`config.mk`:
```
export PLATFORM = sky130hd
export DESIGN_NAME = if_fetch
export DESIGN_NICKNAME = d
export VERILOG_FILES = /design/src/rtl/if_fetch.sv
export SDC_FILE = /design/constraint.sdc
export NUM_CORES = 1
export LEC_CHECK = 0
export BUFFER_PORTS_ARGS = -buffer_cell sky130_fd_sc_hd__buf_2
export CORE_UTILIZATION = 57
export CTS_CLUSTER_SIZE = 20
export DETAILED_ROUTE_END_ITERATION = 7
export GPL_ROUTABILITY_DRIVEN = 0
export GPL_TIMING_DRIVEN = 0
export PLACE_DENSITY = 0.85
export SETUP_SLACK_MARGIN = 0.1
export SLEW_MARGIN = 40
export SYNTH_ARGS = -nofsm -noshare
export SYNTH_HDL_FRONTEND = slang
export SYNTH_SLANG_ARGS = --single-unit
export TNS_END_PERCENT = 30
```
`constraint.sdc`:
```
create_clock -name clk -period 2.7 [get_ports clk]
set_input_delay 0.54 -clock clk [delete_from_list [all_inputs] [get_ports clk]]
set_output_delay 0.54 -clock clk [all_outputs]
set_load 0.1 [all_outputs]
```
`src/rtl/if_fetch.sv`:
```
// Instruction-fetch stage.
// Owns the PC and keeps at most one word fetch outstanding on a req/ack memory port.
// Feeds the IF/ID register and inserts NOP bubbles when no instruction is ready.
// A one-entry skid buffer catches a fetch that completes while downstream is stalled.
// A branch redirect forces a bubble. A fetch still in flight on the wrong path is
// allowed to finish and its data is thrown away.
module if_fetch #(
    parameter int unsigned       ADDR_W   = 32,
    parameter int unsigned       INST_W   = 32,
    parameter logic [ADDR_W-1:0] RESET_PC = '0,
    parameter logic [INST_W-1:0] NOP_INST = INST_W'(32'h00000013)
) (
    input  logic              clk,
    input  logic              rst,
    input  logic              br,
    input  logic [ADDR_W-1:0] br_addr,
    input  logic              stall,
    output logic              mem_req,
    output logic [ADDR_W-1:0] mem_addr,
    input  logic              mem_ack,
    input  logic [INST_W-1:0] mem_rdata,
    output logic [ADDR_W-1:0] if_pc,
    output logic [INST_W-1:0] if_inst,
    output logic              if_valid
);

    typedef enum logic [1:0] {
        S_IDLE  = 2'd0,
        S_FETCH = 2'd1,
        S_DRAIN = 2'd2,
        S_KILL  = 2'd3
    } state_t;

    state_t              state_reg;
    logic [ADDR_W-1:0]   pc_reg;
    logic                mem_req_reg;
    logic [ADDR_W-1:0]   mem_addr_reg;
    logic [ADDR_W-1:0]   if_pc_reg;
    logic [INST_W-1:0]   if_inst_reg;
    logic                if_valid_reg;
    logic                skid_valid_reg;
    logic [ADDR_W-1:0]   skid_pc_reg;
    logic [INST_W-1:0]   skid_inst_reg;
    logic                kill_reg;

    logic [ADDR_W-1:0]   pc_inc;
    logic                take;

    // Sequential PC; wraps silently at the top of the address space.
    assign pc_inc = pc_reg + ADDR_W'(4);

    // A response is usable only in FETCH and only if the fetch was not made on a
    // path that has since been redirected away from.
    assign take = mem_ack && (state_reg == S_FETCH) && !kill_reg;

    // Fetch FSM. It also owns the skid buffer and the registered IF/ID outputs.
    // A branch overrides stall and every other event.
    always_ff @(posedge clk or negedge rst) begin
        if (!rst) begin
            state_reg      <= S_IDLE;
            pc_reg         <= RESET_PC;
            mem_req_reg    <= 1'b0;
            mem_addr_reg   <= RESET_PC;
            if_pc_reg      <= '0;
            if_inst_reg    <= NOP_INST;
            if_valid_reg   <= 1'b0;
            skid_valid_reg <= 1'b0;
            skid_pc_reg    <= '0;
            skid_inst_reg  <= NOP_INST;
            kill_reg       <= 1'b0;
        end else if (br) begin
            pc_reg         <= br_addr;
            if_inst_reg    <= NOP_INST;
            if_valid_reg   <= 1'b0;
            skid_valid_reg <= 1'b0;
            mem_req_reg    <= 1'b1;
            if (((state_reg == S_FETCH) || (state_reg == S_KILL)) && !mem_ack) begin
                // A request cannot be withdrawn. Keep it up on the stale address
                // and drop its data when it returns.
                state_reg <= S_KILL;
                kill_reg  <= 1'b1;
            end else begin
                state_reg    <= S_FETCH;
                kill_reg     <= 1'b0;
                mem_addr_reg <= br_addr;
            end
        end else begin
            case (state_reg)
                S_IDLE: begin
                    state_reg    <= S_FETCH;
                    mem_req_reg  <= 1'b1;
                    mem_addr_reg <= pc_reg;
                    if (!stall) begin
                        if_inst_reg  <= NOP_INST;
                        if_valid_reg <= 1'b0;
                    end
                end
                S_FETCH: begin
                    if (take) begin
                        pc_reg <= pc_inc;
                        if (stall) begin
                            // Downstream is full, so park the word. No new request
                            // is issued until the skid entry drains.
                            skid_pc_reg    <= mem_addr_reg;
                            skid_inst_reg  <= mem_rdata;
                            skid_valid_reg <= 1'b1;
                            state_reg      <= S_DRAIN;
                            mem_req_reg    <= 1'b0;
                        end else begin
                            if_pc_reg    <= mem_addr_reg;
                            if_inst_reg  <= mem_rdata;
                            if_valid_reg <= 1'b1;
                            mem_addr_reg <= pc_inc;
                        end
                    end else if (!stall) begin
                        if_inst_reg  <= NOP_INST;
                        if_valid_reg <= 1'b0;
                    end
                end
                S_DRAIN: begin
                    if (!stall && skid_valid_reg) begin
                        if_pc_reg      <= skid_pc_reg;
                        if_inst_reg    <= skid_inst_reg;
                        if_valid_reg   <= 1'b1;
                        skid_valid_reg <= 1'b0;
                        state_reg      <= S_FETCH;
                        mem_req_reg    <= 1'b1;
                        mem_addr_reg   <= pc_reg;
                    end
                end
                S_KILL: begin
                    if (mem_ack) begin
                        kill_reg     <= 1'b0;
                        state_reg    <= S_FETCH;
                        mem_addr_reg <= pc_reg;
                    end
                    if (!stall) begin
                        if_inst_reg  <= NOP_INST;
                        if_valid_reg <= 1'b0;
                    end
                end
                default: begin
                    state_reg   <= S_IDLE;
                    mem_req_reg <= 1'b0;
                end
            endcase
        end
    end

    assign mem_req  = mem_req_reg;
    assign mem_addr = mem_addr_reg;
    assign if_pc    = if_pc_reg;
    assign if_inst  = if_inst_reg;
    assign if_valid = if_valid_reg;

endmodule

```
==> results.json <==
{
  "grt_start_max_net_pins": 59,
  "drive_above_1_share_pct": 27.97,
  "min_from": "br_addr[23]",
  "cts_tree": "built",
  "fin_setup_tns_ps": 0,
  "path_clk_slew_ps": 70,
  "status": "finished clean",
  "clk_path_buf_depth": 2,
  "yosysWarnings": 0,
  "drc": 0,
  "detailed_place_hpwl_mm": 20.37,
  "worst-path-stages": 9,
  "grtUsageTotal_pct": 32.34,
  "critical_path.top_delay_family": "buffers and inverters",
  "min_to": "pc_reg[23]$_DFFE_PN0P_",
  "slew_headroom_pct": 42.03,
  "synth_fp_nets": 1105,
  "cts_max_level": 4,
  "cts_buffers": 17,
  "hold_path.class": "input pin to flop",
  "synth_edf_count": 0,
  "hold_depth": 3,
  "placedCellCount": 1424,
  "start_util_pct": 59.02,
  "worstReg2RegStart": "state_reg[1]$_DFFE_PN0P_",
  "ys_ff_latch": 198,
  "clock_skew_ps": 8.105,
  "worstSkewPairLatency_ps": 440,
  "crit_chain": "inv_1 > ha_1 > nand3b_1 > clkbuf_2 > clkbuf_2 > buf_2 > nor3_1 > xnor2_1 > a21oi_1",
  "area_delta_synth_final_pct": 18.26,
  "drv_cap": 0,
  "wl_mm": 29.34,
  "cp.required_ps": 2990,
  "final_cell_mix": "dfrtp_1, buf_2, a21oi_1, nand2_1, mux2_2",
  "die_h_um": 136.5,
  "die_w_um": 136.5,
  "synth_cell_types": 61,
  "period_needed_ps": 2579,
  "drt-pass1-iter-count": 6,
  "drt-initial-drc-count": 1126,
  "cp-end-kind": "flop",
  "crit_fanout": 10,
  "rrSetupSlack_ps": 120,
  "ys.flop_type": "dfrtp_1",
  "cp_slowest_stage_delay_ps": 420,
  "layout.cells.non_filler": 1463,
  "final-hold-violation-count": 0,
  "ios": 167,
  "synth_cells": 1030,
  "setup-violations-final": 0,
  "critPathKind": "flop to flop",
  "fin_hold_ws_ps": 338.2,
  "final_antenna_net_count": 0,
  "final.period_utilization_pct": 95.50,
  "crit_arrival_ps": 2870,
  "antenna_found_initial": 1,
  "wl_per_cell_um": 20.06,
  "mostFrequentLayoutCell": "dfrtp_1",
  "grt_pass1_wl_mm": 46.13,
  "rsz0062_at_grt": "true",
  "nets": 1299,
  "grt_overflow": 0,
  "worst_r2r_endpoint": "pc_reg[21]$_DFFE_PN0P_",
  "syn_avg_cell_area_sq_um": 10.01,
  "clock-sinks": 198,
  "crit_path_start_kind": "flop",
  "synth-seq-area-share_pct": 48.11,
  "port_buffers": 166,
  "vias": 9229,
  "synth_area_sq_mm": 0.01031,
  "vias_per_cell": 6.308,
  "cp_slowest_cell": "dfrtp_1",
  "rows": 48,
  "nFillCells": 1291,
  "tightest_slew_ps": 863.0,
  "design.die.area_sq_mm": 0.01864,
  "cpMostUsedCell": "clkbuf_2",
  "cp_num_buf_inv": 4,
  "fin_util_pct": 69.80,
  "max_freq_mhz": 387.8,
  "ys_async_sr_fraction_pct": 100.0,
  "drv_slew": 0,
  "grt_pass1_vias": 8777,
  "root_buffer": "clkbuf_16",
  "reg2reg_depth": 9,
  "fp.coreArea_sq_mm": 0.01748
}
[through the flow]
stage	setup slack (ps)	instance area [sq um]
6_report	121.4	12200
5_1_grt	35.88	12200
4_1_cts	132.8	12150
3_5_place_dp	-224.9	11530
3_3_place_gp	-2191	11430
2_1_floorplan	581.3	10310
[per-layer routing]
| layer | vias to the layer above | part of all wire (%) | track usage, % |
|---|---|---|---|
| li1 | 4119 | - | - |
| met1 | 4431 | 41 | 44.35 |
| met2 | 581 | 46 | 49.61 |
| met3 | 98 | 8.9 | 6.074 |
| met4 | 0 | 3.7 | 15.31 |
| met5 | - | 0 | 0 |
[worst max path at each step]
stage | slack (ps) | startpoint | endpoint
floorplan | 580 | state_reg[1]$_DFFE_PN0P_ | pc_reg[16]$_DFFE_PN0P_
global placement | -2190 | rst | if_pc[0]$_DFFE_PN0P_
CTS | 130 | state_reg[1]$_DFFE_PN0P_ | if_inst[1]$_DFFE_PN1P_
finish | 120 | state_reg[1]$_DFFE_PN0P_ | pc_reg[21]$_DFFE_PN0P_
global route | 40 | state_reg[1]$_DFFE_PN0P_ | mem_addr[16]$_DFFE_PN0P_
detailed placement | -220 | state_reg[0]$_DFFE_PN0P_ | mem_addr[12]$_DFFE_PN0P_
[timing repair]
item                                   in CTS  in global routing
setup endpoints to repair                 125                 86
resized for setup                           6                 25
setup buffers                               2                  3
cloned                                      0                  0
hold buffers                                1                  0
pin swaps                                   1                  1
endpoints found under the hold margin      38                  0
[synthesized netlist by cell type, drive strengths merged, types with 2 or more instances]
cell | instances | area share, %
o31ai | 9 | 0.65
mux2i | 41 | 4.0
a21o | 33 | 2.4
clkbuf | 49 | 1.8
nor4b | 2 | 0.17
or4 | 5 | 0.47
a211oi | 7 | 0.56
mux2 | 75 | 8.2
o22a | 2 | 0.18
inv | 15 | 0.55
and3 | 32 | 1.9
nand4 | 16 | 1.0
nor4 | 15 | 1.1
buf | 34 | 1.7
nor2b | 5 | 0.30
nand2b | 6 | 0.36
nand3 | 24 | 1.2
a2bb2oi | 3 | 0.25
nand3b | 4 | 0.29
a211o | 2 | 0.17
a21oi | 114 | 5.5
and4 | 4 | 0.34
a21boi | 5 | 0.36
ha | 6 | 0.73
a31oi | 5 | 0.30
nor2 | 74 | 2.7
o31a | 4 | 0.34
xor2 | 14 | 1.2
or2 | 4 | 0.24
nand2 | 87 | 3.2
o21ai | 34 | 1.6
a221oi | 31 | 2.6
dfstp | 6 | 1.5
and2 | 3 | 0.18
nor3 | 16 | 0.78
a32oi | 2 | 0.17
dfrtp | 192 | 47
a41oi | 8 | 0.68
or3 | 2 | 0.12
xnor2 | 30 | 2.5
[logic make-up (layout without fill, tap and decap cells)]
kind of cell | count (synthesis) | after routing | share of synthesized area [%]
compound gates | 267 | 267 | 16.72
xor+xnor | 44 | 44 | 3.736
fa+ha+maj | 6 | 6 | 0.7278
buf+inv | 98 | 305 | 3.991
flops | 198 | 198 | 48.11
mux | 116 | 116 | 12.17
other cells | 0 | 1 | 0
simple gates | 301 | 301 | 14.56
[cell type report]
type,count,area (sq um),area share (%)
buffer,83,377.9,3.098
timing repair buffer,175,970.9,7.960
antenna,1,2.502,0.02052
sequential,198,4962,40.68
multi-input combinational,734,4971,40.75
clock inverter,14,136.4,1.118
clock buffer,18,439.2,3.600
tap,225,281.5,2.308
inverter,15,56.30,0.4616
[worst min-delay path, cell delays in order]
cell     delay, ps
buf_2           80
nand2_1         50
o21ai_0         70
Power is not shown: default switching activity piles up to over one toggle a cycle in this logic, so the estimate is an artifact.
